<file path="src/rtl/uart_pkg.sv">
// Shared UART definitions: oversample constants and receiver FSM encoding.
package uart_pkg;
  localparam int         OVERSAMPLE = 16;
  localparam int         TICK_W     = $clog2(OVERSAMPLE);
  localparam logic [3:0] MID_TICK   = 4'd7;
  localparam logic [3:0] LAST_TICK  = 4'd15;

  typedef enum logic [2:0] {
    IDLE    = 3'd0,
    START   = 3'd1,
    DATA    = 3'd2,
    PARITY  = 3'd3,
    STOP    = 3'd4,
    WAIT_HI = 3'd5
  } rx_state_e;
endpackage

</file>
<file path="src/rtl/sync_2ff.sv">
// Two-flop synchroniser for a single asynchronous bit, with selectable reset level.
module sync_2ff #(
  parameter logic RST_VAL = 1'b0
) (
  input  logic clk,
  input  logic rst,
  input  logic d,
  output logic q
);
  logic meta;

  always_ff @(posedge clk or posedge rst) begin
    if (rst) begin
      meta <= RST_VAL;
      q    <= RST_VAL;
    end else begin
      meta <= d;
      q    <= meta;
    end
  end
endmodule

</file>
<file path="src/rtl/uart_rx_16x.sv">
// UART receiver driven by a 16x-baud tick: start-bit validation, mid-bit sampling,
// LSB-first deserialisation, optional parity, one-clock result strobe.
module uart_rx_16x
  import uart_pkg::*;
#(
  parameter int DATA_BITS  = 8,
  parameter int PARITY_EN  = 0,
  parameter int PARITY_ODD = 0
) (
  input  logic                 clk,
  input  logic                 rst,
  input  logic                 tick_16,
  input  logic                 rx,
  output logic [DATA_BITS-1:0] rx_data,
  output logic                 rx_valid,
  output logic                 frame_err,
  output logic                 parity_err,
  output logic                 busy
);
  localparam logic [2:0] BIT_LAST = 3'(DATA_BITS - 1);
  localparam logic       PAR_ODD  = (PARITY_ODD != 0);

  logic                 rxs;
  rx_state_e            state, state_n;
  logic [TICK_W-1:0]    tick_cnt, tick_n;
  logic [2:0]           bit_cnt, bit_n;
  logic [DATA_BITS-1:0] shreg, shreg_n, data_n;
  logic                 perr, perr_n, valid_n, ferr_n, pe_n;

  sync_2ff #(.RST_VAL(1'b1)) u_sync (
    .clk (clk),
    .rst (rst),
    .d   (rx),
    .q   (rxs)
  );

  always_ff @(posedge clk or posedge rst) begin
    if (rst) begin
      state      <= IDLE;
      tick_cnt   <= '0;
      bit_cnt    <= '0;
      shreg      <= '0;
      perr       <= 1'b0;
      rx_data    <= '0;
      rx_valid   <= 1'b0;
      frame_err  <= 1'b0;
      parity_err <= 1'b0;
    end else begin
      state      <= state_n;
      tick_cnt   <= tick_n;
      bit_cnt    <= bit_n;
      shreg      <= shreg_n;
      perr       <= perr_n;
      rx_data    <= data_n;
      rx_valid   <= valid_n;
      frame_err  <= ferr_n;
      parity_err <= pe_n;
    end
  end

  always_comb begin
    state_n = state;
    tick_n  = tick_cnt;
    bit_n   = bit_cnt;
    shreg_n = shreg;
    perr_n  = perr;
    data_n  = rx_data;
    valid_n = 1'b0;
    ferr_n  = frame_err;
    pe_n    = parity_err;
    if (tick_16) begin
      unique case (state)
        IDLE: if (!rxs) begin
          state_n = START;
          tick_n  = '0;
          perr_n  = 1'b0;
        end
        START: begin
          if (tick_cnt == MID_TICK) begin
            // A glitch shorter than half a bit is rejected here.
            state_n = rxs ? IDLE : DATA;
            tick_n  = '0;
            bit_n   = '0;
          end else begin
            tick_n = tick_cnt + 1'b1;
          end
        end
        DATA: begin
          tick_n = tick_cnt + 1'b1;
          if (tick_cnt == LAST_TICK) begin
            shreg_n = {rxs, shreg[DATA_BITS-1:1]};
            bit_n   = bit_cnt + 1'b1;
            if (bit_cnt == BIT_LAST) state_n = (PARITY_EN != 0) ? PARITY : STOP;
          end
        end
        PARITY: begin
          tick_n = tick_cnt + 1'b1;
          if (tick_cnt == LAST_TICK) begin
            perr_n  = ((^shreg) ^ rxs) != PAR_ODD;
            state_n = STOP;
          end
        end
        STOP: begin
          tick_n = tick_cnt + 1'b1;
          if (tick_cnt == LAST_TICK) begin
            valid_n = 1'b1;
            data_n  = shreg;
            ferr_n  = ~rxs;
            pe_n    = perr;
            // A low stop bit means break/framing: wait for the line to recover.
            state_n = rxs ? IDLE : WAIT_HI;
          end
        end
        WAIT_HI: if (rxs) state_n = IDLE;
        default: state_n = IDLE;
      endcase
    end
  end

  assign busy = (state != IDLE);
endmodule

</file>
<file path="config.mk">
export PLATFORM = sky130hd
export DESIGN_NAME = uart_rx_16x
export DESIGN_NICKNAME = d
export VERILOG_FILES = /design/src/rtl/uart_pkg.sv /design/src/rtl/sync_2ff.sv /design/src/rtl/uart_rx_16x.sv
export SDC_FILE = /design/constraint.sdc
export NUM_CORES = 1
export LEC_CHECK = 0
export CAP_MARGIN = 20
export CORE_ASPECT_RATIO = 0.6
export CORE_MARGIN = 2
export CORE_UTILIZATION = 50
export CTS_CLUSTER_DIAMETER = 150
export CTS_CLUSTER_SIZE = 16
export DETAILED_ROUTE_END_ITERATION = 7
export HOLD_SLACK_MARGIN = 0.02
export MAX_ROUTING_LAYER = met4
export PLACE_DENSITY = 0.75
export SYNTH_ARGS = -nofsm -noshare
export SYNTH_HDL_FRONTEND = slang
export SYNTH_HIERARCHICAL = 1
export SYNTH_SLANG_ARGS = --single-unit
</file>
<file path="constraint.sdc">
create_clock -name clk -period 1.8 [get_ports clk]
set_input_delay 0.36 -clock clk [delete_from_list [all_inputs] [get_ports clk]]
set_output_delay 0.36 -clock clk [all_outputs]
set_load 0.05 [all_outputs]
</file>
==> reports/results.ini, run 1 <==
[status]
status = finished, violations left
violations = negative setup slack

[sta]
setup_slack_ns = -0.004028
min_period_ns = 1.804
fmax_ghz = 0.5543
fin_crit_sh_pct = 100.2
relSlewSlack_pct = 74.22
setup_violations = 3
fin_hold_ws_ns = 0.3604
fin_skew_ns = 0.008199
slew_viol_final = 0
tightest_slew_ns = 0.3866
hold_viol = 0
rsz0062_at_grt = yes

[worst_setup_path]
cp-start-kind = flop
worstSetupPathType = flop to flop
crit_arrival_ns = 1.96
worstPathMaxFanout = 6
crit_required_ns = 1.96
cp-end-kind = flop

[cells_and_area]
insertedDiodeCount = 0
fin_nets = 169
drive_gt1_share_pct = 45.40
final-seq-area_um2 = 804.5
fillCellCount = 227
area_delta_synth_final_pct = 27.63
multi_input_area_um2 = 730.7

[clock_tree]
cts_buffers = 5
ctsHoldBuffers = 0
htreeDepth = 2
clk_pin_slew_worst_paths_ns = 0.07
clk_latency_ns = 0.27
cts_sinks = 32
clock_path_buffers = 2
cts_tree = built
cts_root_buffer = clkbuf_8

[die]
die-area_um2 = 3544
pin_count = 16
dieWidth_um = 75.54
die_y_um = 46.92
core_um2 = 2890
start_util_pct = 53.12
rows = 15

[routing]
drc = 0
wirelength_mm = 3.048
vias = 1085
first_pass_iters = 4
ant_nets = 0
wl_per_cell_um = 14.87
avgViaCountPerCell = 5.293
drt-initial-drc-count = 114

[logic_synthesis]
synth_commonest_cells = 30 x dfrtp_1, 21 x mux2_2, 8 x o21ai_0, 6 x nand2_1, 6 x nor2_1
synthArstFlopShare_pct = 100.0
synth_most_common_cell = dfrtp_1
synth_edf_count = 0
synth_cell_types = 36
synth_mux_area_share_pct = 17.52
synth-seq-cells = 32
postSynthAreaPerCell_um2 = 12.28
synthTopCellsByArea = dfrtp_1 49%, mux2_2 15%, dfstp_2 3.4%, o21ai_0 2.6%, ha_1 2.4%
synth-main-ff-cell = dfrtp_1
yosysWarnings = 6
yosysTopAreaCellShare_pct = 48.90
postSynthCellCount = 125
synth_compound_area_share_pct = 7.987
synth_top_family_by_area = multiplexers
synth_fp_nets = 132
yosys.area_share.simple_pct = 12.06
synth_area_leader_cell = dfrtp_1
syn_area_um2 = 1535
synthAdderAreaFrac_pct = 2.445
seq_area_frac_synth_pct = 52.32
synth_xor_area_share_pct = 4.890

[placement]
io_buffers = 15
globalplace.congestion = 0.8757
place_ws_ns = -0.04593
place_hpwl_mm = 2.215

[grt]
overflow = 0
grt_antenna_before_repair = 0
grt_pass1_wl_mm = 4.933
grt_pass1_vias = 1055
grt_max_degree = 31
grt_use_total_pct = 20.13

[power]
leakage_nw = 0.9949
power_density_nw_per_um2 = 1099
ir_drop_v = 0.0005381

[flow_run]
cap_viol_max_count = 0

[min_path]
hold_class = flop to flop

layout by cell type, fill, tap and decap left out, types with 2 or more instances in the layout:
master           instances
mux2_4                   3
o21ai_0                  8
mux2_2                  18
clkdlybuf4s50_1          3
nor3_1                   2
xnor2_1                  4
dfstp_2                  2
nand3b_1                 2
ha_1                     2
dfrtp_1                 29
buf_4                   30
mux2_1                   2
and3_1                   2
nand4_1                  2
clkbuf_8                 5
nor2_1                   5
nand3_1                  3
inv_1                    4
a21oi_1                  2
nand2_1                  5
clkbuf_1                 2
o21a_1                   3
xor2_1                   2
nor2_2                   2
worst max-delay path, stage by stage, from the launching register on:
cell and delay, ns:
dfrtp_2 0.44, or3b_4 0.42, o21a_1 0.20, o2111ai_2 0.28, mux2_1 0.35
layout make-up:
| type | count | area share [%] |
|---|---|---|
| multi-input cells | 85 | 37.29 |
| clock buffers | 7 | 3.895 |
| inverters | 4 | 0.7663 |
| flip-flops and latches | 32 | 41.06 |
| clock inverters | 1 | 0.2554 |
| repair buffers | 34 | 14.05 |
| well taps | 42 | 2.682 |
metrics by stage:
stage | cell area, um^2 | cells | total power, mW | util [%] | setup TNS (ns)
detailed placement | 1821 | 195 | 1.550 | 62.99 | -0.1347
CTS | 1919 | 204 | 2.095 | 66.41 | -0.004154
floorplan | 1535 | 125 | 1.263 | - | 0
finish | 1959 | 205 | 2.153 | 67.79 | -0.005833
global placement | 1821 | 195 | 1.527 | 62.99 | 0
global route | 1959 | 205 | 2.282 | 67.79 | -0.2663
sequential cells by signal, summed over array words and instances, names as in the netlist:
signal	count
rx_valid	1
u_sync/meta	1
parity_err	1
tick_cnt	4
state	3
u_sync/q	1
rx_data	8
perr	1
frame_err	1
shreg	8
bit_cnt	3
what timing repair did:
action / 4_1_cts / 5_1_grt
resized for setup: 3 / 9
endpoints found under the setup margin: 6 / 16
setup buffers: 1 / 1
pin swaps: 3 / 3
power by group:
group          total [mW]  switching [mW]  internal, mW
Combinational       0.757           0.373         0.384
Clock               0.516           0.245         0.271
Sequential          0.880          0.0808         0.799
final timing paths:
check                             from        to  slack (ns)  cells past startpoint
max                           state[2]  state[1]      -0.004                      4
min                        u_sync/meta  u_sync/q        0.36                      0
max reg2reg                   state[2]  state[1]      -0.004                      4
min reg2reg                u_sync/meta  u_sync/q        0.36                      0
max in group asynchronous          rst  state[2]        1.02                      3
min in group asynchronous          rst  u_sync/q        0.43                      2
metal layers:
metal  vias to the layer above  wire length [um]  GRT usage (%)
met2                        28              1366          27.65
met4                         0                 9          5.263
met1                       531              1501          28.53
met5                         -                 0              -
met3                         2               169          6.652
li1                        524                 -              -
cell families after synthesis:
group	after synthesis
adder cells (fa/ha/maj)	3
XOR/XNOR	7
AO/OA/AOI/OAI	18
multiplexers	24
flip-flops	32
buffers and inverters	8
AND/OR/NAND/NOR	33
No activity file was read; power rests on OpenSTA's default activity.
==> run 2, diff against run 1 <==
--- a/config.mk
+++ b/config.mk
@@ -14,8 +14,7 @@
 export DETAILED_ROUTE_END_ITERATION = 7
 export HOLD_SLACK_MARGIN = 0.02
 export MAX_ROUTING_LAYER = met4
-export PLACE_DENSITY = 0.75
+export PLACE_DENSITY = 0.74
 export SYNTH_ARGS = -nofsm -noshare
 export SYNTH_HDL_FRONTEND = slang
-export SYNTH_HIERARCHICAL = 1
 export SYNTH_SLANG_ARGS = --single-unit
==> run 2 against run 1 <==
The run now ends clean. Cell count up 2.0%. Die area up 2.3%. Largest power group unchanged. Worst setup slack better by 0.070 ns.
==> reports/results.ini, run 2 <==
[routing]
wirelength_mm = 3.135  ; was 3.048 mm
avgViaCountPerCell = 5.426  ; was 5.293
drt-initial-drc-count = 60  ; was 114
ant_nets = 0  ; unchanged
vias = 1134  ; was 1085
drc = 0  ; unchanged
wl_per_cell_um = 15.00  ; was 14.87 um
first_pass_iters = 4  ; unchanged

[logic_synthesis]
seq_area_frac_synth_pct = 51.07  ; was 52.32%
synth_cell_types = 38  ; was 36
synth_fp_nets = 140  ; was 132
postSynthAreaPerCell_um2 = 11.83  ; was 12.28 um^2
synth_area_leader_cell = dfrtp_1  ; unchanged
synthArstFlopShare_pct = 100.0  ; unchanged
synth-main-ff-cell = dfrtp_1  ; unchanged
yosysTopAreaCellShare_pct = 47.73  ; was 48.90%
synth_most_common_cell = dfrtp_1  ; unchanged
synthTopCellsByArea = dfrtp_1 48%, mux2_2 13%, xnor2_1 4.5%, dfstp_2 3.3%, o21ai_0 2.9%  ; was dfrtp_1 49%, mux2_2 15%, dfstp_2 3.4%, o21ai_0 2.6%, ha_1 2.4%
yosysWarnings = 0  ; was 6
synth_commonest_cells = 30 x dfrtp_1, 18 x mux2_2, 9 x o21ai_0, 8 x xnor2_1  ; was 30 x dfrtp_1, 21 x mux2_2, 8 x o21ai_0, 6 x nand2_1, 6 x nor2_1
synth_edf_count = 0  ; unchanged
synth-seq-cells = 32  ; unchanged
postSynthCellCount = 133  ; was 125
syn_area_um2 = 1573  ; was 1535 um^2

[cells_and_area]
area_delta_synth_final_pct = 28.24  ; was 27.63%
drive_gt1_share_pct = 42.51  ; was 45.40%
fillCellCount = 231  ; was 227
layout_common_cells = 28 x dfrtp_1, 27 x buf_4, 18 x mux2_2  ; was 30 x buf_4, 29 x dfrtp_1, 18 x mux2_2
reg_top3 = rx_data x8, shreg x8, tick_cnt x4  ; unchanged
final_cell_area_um2 = 2017  ; was 1959 um^2
final-seq-area_um2 = 805.8  ; was 804.5 um^2
fin_nets = 173  ; was 169
insertedDiodeCount = 0  ; unchanged
multi_input_area_um2 = 737.0  ; was 730.7 um^2
final_common_cell = dfrtp_1  ; was buf_4

[clock_tree]
ctsHoldBuffers = 0  ; unchanged
clock_path_buffers = 2  ; unchanged
cts_buffers = 5  ; unchanged
htreeDepth = 2  ; unchanged
cts_resized = 0  ; was 3
post_cts.repair.setup_buffers = 0  ; was 1
clk_latency_ns = 0.28  ; was 0.27 ns
cts_root_buffer = clkbuf_8  ; unchanged
cts_sinks = 32  ; unchanged
cts_tree = built  ; unchanged
clk_pin_slew_worst_paths_ns = 0.07  ; about the same

[die]
die_y_um = 47.45  ; was 46.92 um
dieWidth_um = 76.41  ; was 75.54 um
start_util_pct = 53.72  ; was 53.12%
pin_count = 16  ; unchanged
core_um2 = 2928  ; was 2890 um^2
rows = 15  ; unchanged
die-area_um2 = 3625  ; was 3544 um^2

[grt]
grt_max_degree = 33  ; was 31
grt_use_total_pct = 19.97  ; was 20.13%
grt_pass1_vias = 1111  ; was 1055
overflow = 0  ; unchanged
grt_pass1_wl_mm = 5.161  ; was 4.933 mm
grt_antenna_before_repair = 0  ; unchanged

[worst_setup_path]
cp-end-kind = primary output  ; was flop
worstPathMaxFanout = 11  ; was 6
regToRegSetupSlack_ns = 0.08  ; was -0.004 ns
worstSetupPathType = flop to primary output  ; was flop to flop
crit_arrival_ns = 1.37  ; was 1.96 ns
worstPathCellList = buf_4, nor2_1, nand2_2, buf_12  ; was or3b_4, o21a_1, o2111ai_2, mux2_1
max_stage_delay_ns = 0.48  ; was 0.44 ns
path_buf_inv = 2  ; was 0
cp-start-kind = flop  ; unchanged
crit_required_ns = 1.44  ; was 1.96 ns
slowest_stage = dfrtp_2  ; unchanged
cp_top_family = flip-flops  ; was compound AO/OA/AOI/OAI gates

[placement]
globalplace.congestion = 0.9291  ; was 0.8757
io_buffers = 15  ; unchanged
placed_cell_area_um2 = 1859  ; was 1821 um^2
place_ws_ns = -0.05843  ; was -0.04593 ns
place_hpwl_mm = 2.272  ; was 2.215 mm

[sta]
fin_crit_sh_pct = 96.32  ; was 100.2%
relSlewSlack_pct = 82.33  ; was 74.22%
hold_viol = 0  ; unchanged
fmax_ghz = 0.5768  ; was 0.5543 GHz
setup_violations = 0  ; was 3
min_period_ns = 1.734  ; was 1.804 ns
setup_slack_ns = 0.06630  ; was -0.004028 ns
rsz0062_at_grt = no  ; was yes
finalSetupTns_ns = 0  ; was -0.005833 ns
slew_viol_final = 0  ; unchanged
fin_skew_ns = 0.005411  ; was 0.008199 ns
tightest_slew_ns = 0.2634  ; was 0.3866 ns

[flow_run]
cap_viol_max_count = 0  ; unchanged

[power]
total_power_mw = 2.675  ; was 2.153 mW
ir_drop_v = 0.0007780  ; was 0.0005381 V
leakage_nw = 0.9393  ; was 0.9949 nW
power_density_nw_per_um2 = 1326  ; was 1099 nW/um^2

[min_path]
hold_class = flop to flop  ; unchanged

[status]
status = finished, final reports clean  ; was finished, violations left

==> run 2: per-stage QoR <==
stage	cells	utilization [%]	hold slack (ns)
floorplan	133	-	0.3452
global placement	201	63.50	0.3462
detailed placement	201	63.50	0.3481
CTS	209	67.82	0.3577
global route	209	68.89	0.3644
finish	209	68.89	0.3565
==> run 2: per-layer routing <==
layer  global-route usage [%]  up-vias  routed length, um
li1                         -      540                  -
met4                    6.182        0                  8
met1                    26.61      560               1517
met5                        -        -                  0
met2                    30.27       32               1382
met3                    5.849        2                226
==> run 2: report_power, final <==
group | internal, mW | leakage (nW) | switching, mW | total, mW
logic | 0.463 | 0.459 | 0.465 | 0.928
clock network | 0.488 | 0.0645 | 0.266 | 0.754
registers | 0.833 | 0.416 | 0.159 | 0.992
==> run 2: final timing paths <==
| kind | start | to | cells past startpoint |
|---|---|---|---|
| hold / removal | u_sync.meta | u_sync.q | 0 |
| setup / recovery | state[0] | busy | 4 |
| hold reg to reg | u_sync.meta | u_sync.q | 0 |
| max in group asynchronous | rst | u_sync.meta | 3 |
| min in group asynchronous | rst | shreg[1] | 3 |
| setup reg to reg | state[0] | state[1] | 6 |
==> run 2: kinds of logic (layout without fill, tap and decap cells) <==
| kind of cell | Yosys count | after routing | share of synthesized area (%) |
|---|---|---|---|
| fa+ha+maj | 3 | 3 | 2.387 |
| simple gates | 37 | 37 | 15.75 |
| flops | 32 | 32 | 51.07 |
| xor+xnor | 9 | 9 | 5.012 |
| buf+inv | 12 | 46 | 3.898 |
| mux | 19 | 19 | 13.52 |
| compound gates | 21 | 21 | 8.353 |
==> run 2: layout make-up <==
type / instances / share of cell area [%]
clock buffers: 7 / 4.777
clock inverters: 1 / 1.489
inverters: 6 / 1.117
multi-input cells: 89 / 36.54
flip-flops and latches: 32 / 39.95
well taps: 42 / 2.605
repair buffers: 32 / 13.52
==> run 3, diff against run 2 <==
--- a/config.mk
+++ b/config.mk
@@ -5,16 +5,17 @@
 export SDC_FILE = /design/constraint.sdc
 export NUM_CORES = 1
 export LEC_CHECK = 0
+export ABC_AREA = 1
 export CAP_MARGIN = 20
 export CORE_ASPECT_RATIO = 0.6
 export CORE_MARGIN = 2
-export CORE_UTILIZATION = 50
+export CORE_UTILIZATION = 51
 export CTS_CLUSTER_DIAMETER = 150
 export CTS_CLUSTER_SIZE = 16
 export DETAILED_ROUTE_END_ITERATION = 7
 export HOLD_SLACK_MARGIN = 0.02
 export MAX_ROUTING_LAYER = met4
-export PLACE_DENSITY = 0.74
+export PLACE_DENSITY = 0.75
 export SYNTH_ARGS = -nofsm -noshare
 export SYNTH_HDL_FRONTEND = slang
 export SYNTH_SLANG_ARGS = --single-unit
==> run 3 against run 2 <==
Cell count grew 37%. Register-to-register slack better by 0.13 ns. Clock skew is 0.0013 ns higher. Clock power down 11%. Non-clock buffer count shrank 14. Global-route usage increased by 0.35 points. Synthesized area grew 10%. Combinational power is 42% lower. Flip-flop and latch count is the same. Critical path type unchanged.
==> reports/results.ini, run 3 <==
[status]
status = finished, final reports clean  ; unchanged

[grt]
overflow = 0  ; unchanged
grt_max_degree = 33  ; unchanged
grt_antenna_before_repair = 0  ; unchanged
grt_use_total_pct = 20.32  ; was 19.97%
grt_pass1_vias = 1224  ; was 1111
grt_pass1_wl_mm = 5.761  ; was 5.161 mm

[worst_setup_path]
cp-end-kind = primary output  ; unchanged
slowest_stage = dfrtp_1  ; was dfrtp_2
worstPathMaxFanout = 6  ; was 11
path_buf_inv = 1  ; was 2
r2r-start = tick_cnt[0]  ; was state[0]
crit_start = state[0]  ; unchanged
crit_cells = 3  ; was 4
worstSetupPathType = flop to primary output  ; unchanged
cp-start-kind = flop  ; unchanged
rr_endpoint = frame_err  ; was state[1]
cp-endpoint = busy  ; unchanged
max_stage_delay_ns = 0.42  ; was 0.48 ns
worstPathCellList = nor2_2, nand2_4, buf_4  ; was buf_4, nor2_1, nand2_2, buf_12
crit_required_ns = 1.44  ; about the same
crit_arrival_ns = 1.29  ; was 1.37 ns
r2r_cells = 9  ; was 6
cp_top_family = flip-flops  ; unchanged
regToRegSetupSlack_ns = 0.21  ; was 0.08 ns

[routing]
drt-initial-drc-count = 123  ; was 60
vias = 1387  ; was 1134
wl_per_cell_um = 11.60  ; was 15.00 um
avgViaCountPerCell = 4.850  ; was 5.426
wirelength_mm = 3.318  ; was 3.135 mm
drc = 0  ; unchanged
ant_nets = 0  ; unchanged
first_pass_iters = 5  ; was 4

[clock_tree]
cts_sinks = 32  ; unchanged
clk_latency_ns = 0.28  ; about the same
post_cts.repair.setup_buffers = 0  ; unchanged
cts_tree = built  ; unchanged
cts_root_buffer = clkbuf_8  ; unchanged
clock_path_buffers = 2  ; unchanged
htreeDepth = 2  ; unchanged
cts_buffers = 5  ; unchanged
clk_pin_slew_worst_paths_ns = 0.07  ; about the same

[power]
p_sw_mw = 0.7068  ; was 0.8899 mW
p_clk_share_pct = 32.4  ; was 28.2%
internal_power_mw = 1.371  ; was 1.785 mW
power_frac_comb_pct = 26.0  ; was 34.7%
ir_drop_v = 0.0006418  ; was 0.0007780 V
leakage_nw = 0.9918  ; was 0.9393 nW
p_sw_share_pct = 34.02  ; was 33.27%
seqPwrFrac_pct = 41.6  ; was 37.1%
power_density_nw_per_um2 = 1033  ; was 1326 nW/um^2

[cells_and_area]
reg_top3 = rx_data x8, shreg x8, tick_cnt x4  ; unchanged
final_common_cell = nand2_1  ; was dfrtp_1
drive_gt1_share_pct = 21.99  ; was 42.51%
area_delta_synth_final_pct = 16.10  ; was 28.24%
layout_common_cells = 79 x nand2_1, 30 x dfrtp_1, 23 x inv_1  ; was 28 x dfrtp_1, 27 x buf_4, 18 x mux2_2
fin_nets = 247  ; was 173
stdcell_count = 286  ; was 209
insertedDiodeCount = 0  ; unchanged
fin_util_pct = 62.04  ; was 68.89%

[sta]
fin_skew_ns = 0.006678  ; was 0.005411 ns
slew_viol_final = 0  ; unchanged
finalSetupTns_ns = 0  ; unchanged
setup_violations = 0  ; unchanged
relSlewSlack_pct = 65.76  ; was 82.33%
fin_crit_sh_pct = 91.58  ; was 96.32%
tightest_slew_ns = 0.5089  ; was 0.2634 ns
fmax_ghz = 0.6066  ; was 0.5768 GHz
rsz0062_at_grt = no  ; unchanged
min_period_ns = 1.648  ; was 1.734 ns
hold_viol = 0  ; unchanged

[logic_synthesis]
synth_fp_nets = 225  ; was 140
synth-seq-cells = 32  ; unchanged
synth_most_common_cell = nand2_1  ; was dfrtp_1
synth-main-ff-cell = dfrtp_1  ; unchanged
postSynthCellCount = 218  ; was 133
yosysWarnings = 0  ; unchanged
synthTopCellsByArea = dfrtp_1 43%, nand2_1 17%, o21ai_2 5.1%, inv_1 5.0%, nand3_1 3.5%  ; was dfrtp_1 48%, mux2_2 13%, xnor2_1 4.5%, dfstp_2 3.3%, o21ai_0 2.9%
synth_area_leader_cell = dfrtp_1  ; unchanged
syn_area_um2 = 1733  ; was 1573 um^2
seq_area_frac_synth_pct = 46.35  ; was 51.07%
postSynthAreaPerCell_um2 = 7.949  ; was 11.83 um^2
synthArstFlopShare_pct = 100.0  ; unchanged
yosysTopAreaCellShare_pct = 43.32  ; was 47.73%
synth_edf_count = 0  ; unchanged
synth_commonest_cells = 79 x nand2_1, 30 x dfrtp_1, 23 x inv_1, 12 x nand3_1, 12 x o21ai_1  ; was 30 x dfrtp_1, 18 x mux2_2, 9 x o21ai_0, 8 x xnor2_1
synth_cell_types = 29  ; was 38

[placement]
post-place-cells = 278  ; was 201
globalplace.congestion = 0.9519  ; was 0.9291
place_hpwl_mm = 2.473  ; was 2.272 mm
io_buffers = 15  ; unchanged

[min_path]
hp-start = u_sync.meta  ; unchanged
hold_class = flop to flop  ; unchanged

[die]
rows = 16  ; was 15
pin_count = 16  ; unchanged
core_um2 = 3243  ; was 2928 um^2
die_y_um = 49.15  ; was 47.45 um
start_util_pct = 53.43  ; was 53.72%
dieWidth_um = 79.26  ; was 76.41 um
die-area_um2 = 3895  ; was 3625 um^2

[flow_run]
cap_viol_max_count = 0  ; unchanged

run 3: cell types whose count changed after synthesis, sizes merged, moves of 3 or more:
cell	before	now
buf	6	3
inv	6	27
mux2	18	0
nand2	6	82
nand3	3	15
nand3b	5	0
nand4	3	0
nor2	7	15
o21ai	10	25
xnor2	8	1
run 3: cells by family after synthesis:
family	count (synthesis)	synth area share, %
adder cells (fa/ha/maj)	3	2.166
XOR/XNOR	2	1.011
flip-flops	32	46.35
AND/OR/NAND/NOR	117	30.25
AO/OA/AOI/OAI	33	12.13
buffers and inverters	31	8.086
run 3: cell type report:
class | instances | area, um^2
clock buffer | 6 | 72.57
multi-input combinational | 155 | 795.8
tap | 45 | 56.30
fill | 291 | 1231
clock inverter | 2 | 35.03
sequential | 32 | 803.3
inverter | 28 | 106.4
timing repair buffer | 18 | 142.6
run 3: how the worst min path moves through the flow:
stage               cells past startpoint  slack (ns)       end
floorplan                               0        0.35  u_sync.q
global placement                        0        0.35  u_sync.q
detailed placement                      0        0.35  u_sync.q
CTS                                     0        0.36  u_sync.q
global route                            0        0.37  u_sync.q
finish                                  0        0.37  u_sync.q
run 3: power groups by stage:
stage | sequential, mW | combinational (mW) | clock, mW
after global placement | 0.874 | 0.516 | 0
after global routing | 0.878 | 0.607 | 0.728
after floorplan | 0.857 | 0.410 | 0
final | 0.864 | 0.541 | 0.673
after detailed placement | 0.874 | 0.521 | 0
after CTS | 0.862 | 0.522 | 0.689
run 3: metrics by stage:
| stage | power (mW) | cell area (um^2) | hold slack, ns | worst slack [ns] |
|---|---|---|---|---|
| after global placement | 1.390 | 1898 | 0.3477 | 0.2310 |
| after global routing | 2.213 | 2012 | 0.3654 | 0.03010 |
| final | 2.078 | 2012 | 0.3656 | 0.1516 |
| after floorplan | 1.267 | 1733 | 0.3452 | 0.3817 |
| after detailed placement | 1.395 | 1898 | 0.3484 | 0.2061 |
| after CTS | 2.073 | 2006 | 0.3637 | 0.1627 |
run 3: layer usage:
metal	vias to the layer above	GRT usage [%]	wire (um)
li1	730	-	-
met1	609	30.42	1811
met2	43	24.15	1217
met3	5	7.037	250
met4	0	8.908	39
met5	-	-	0
run 3: what timing repair did:
item | CTS | global route
endpoints found under the setup margin | 0 | 3
hold endpoints to repair | 0 | 0
hold buffers | 0 | 0
resized for setup | 0 | 1
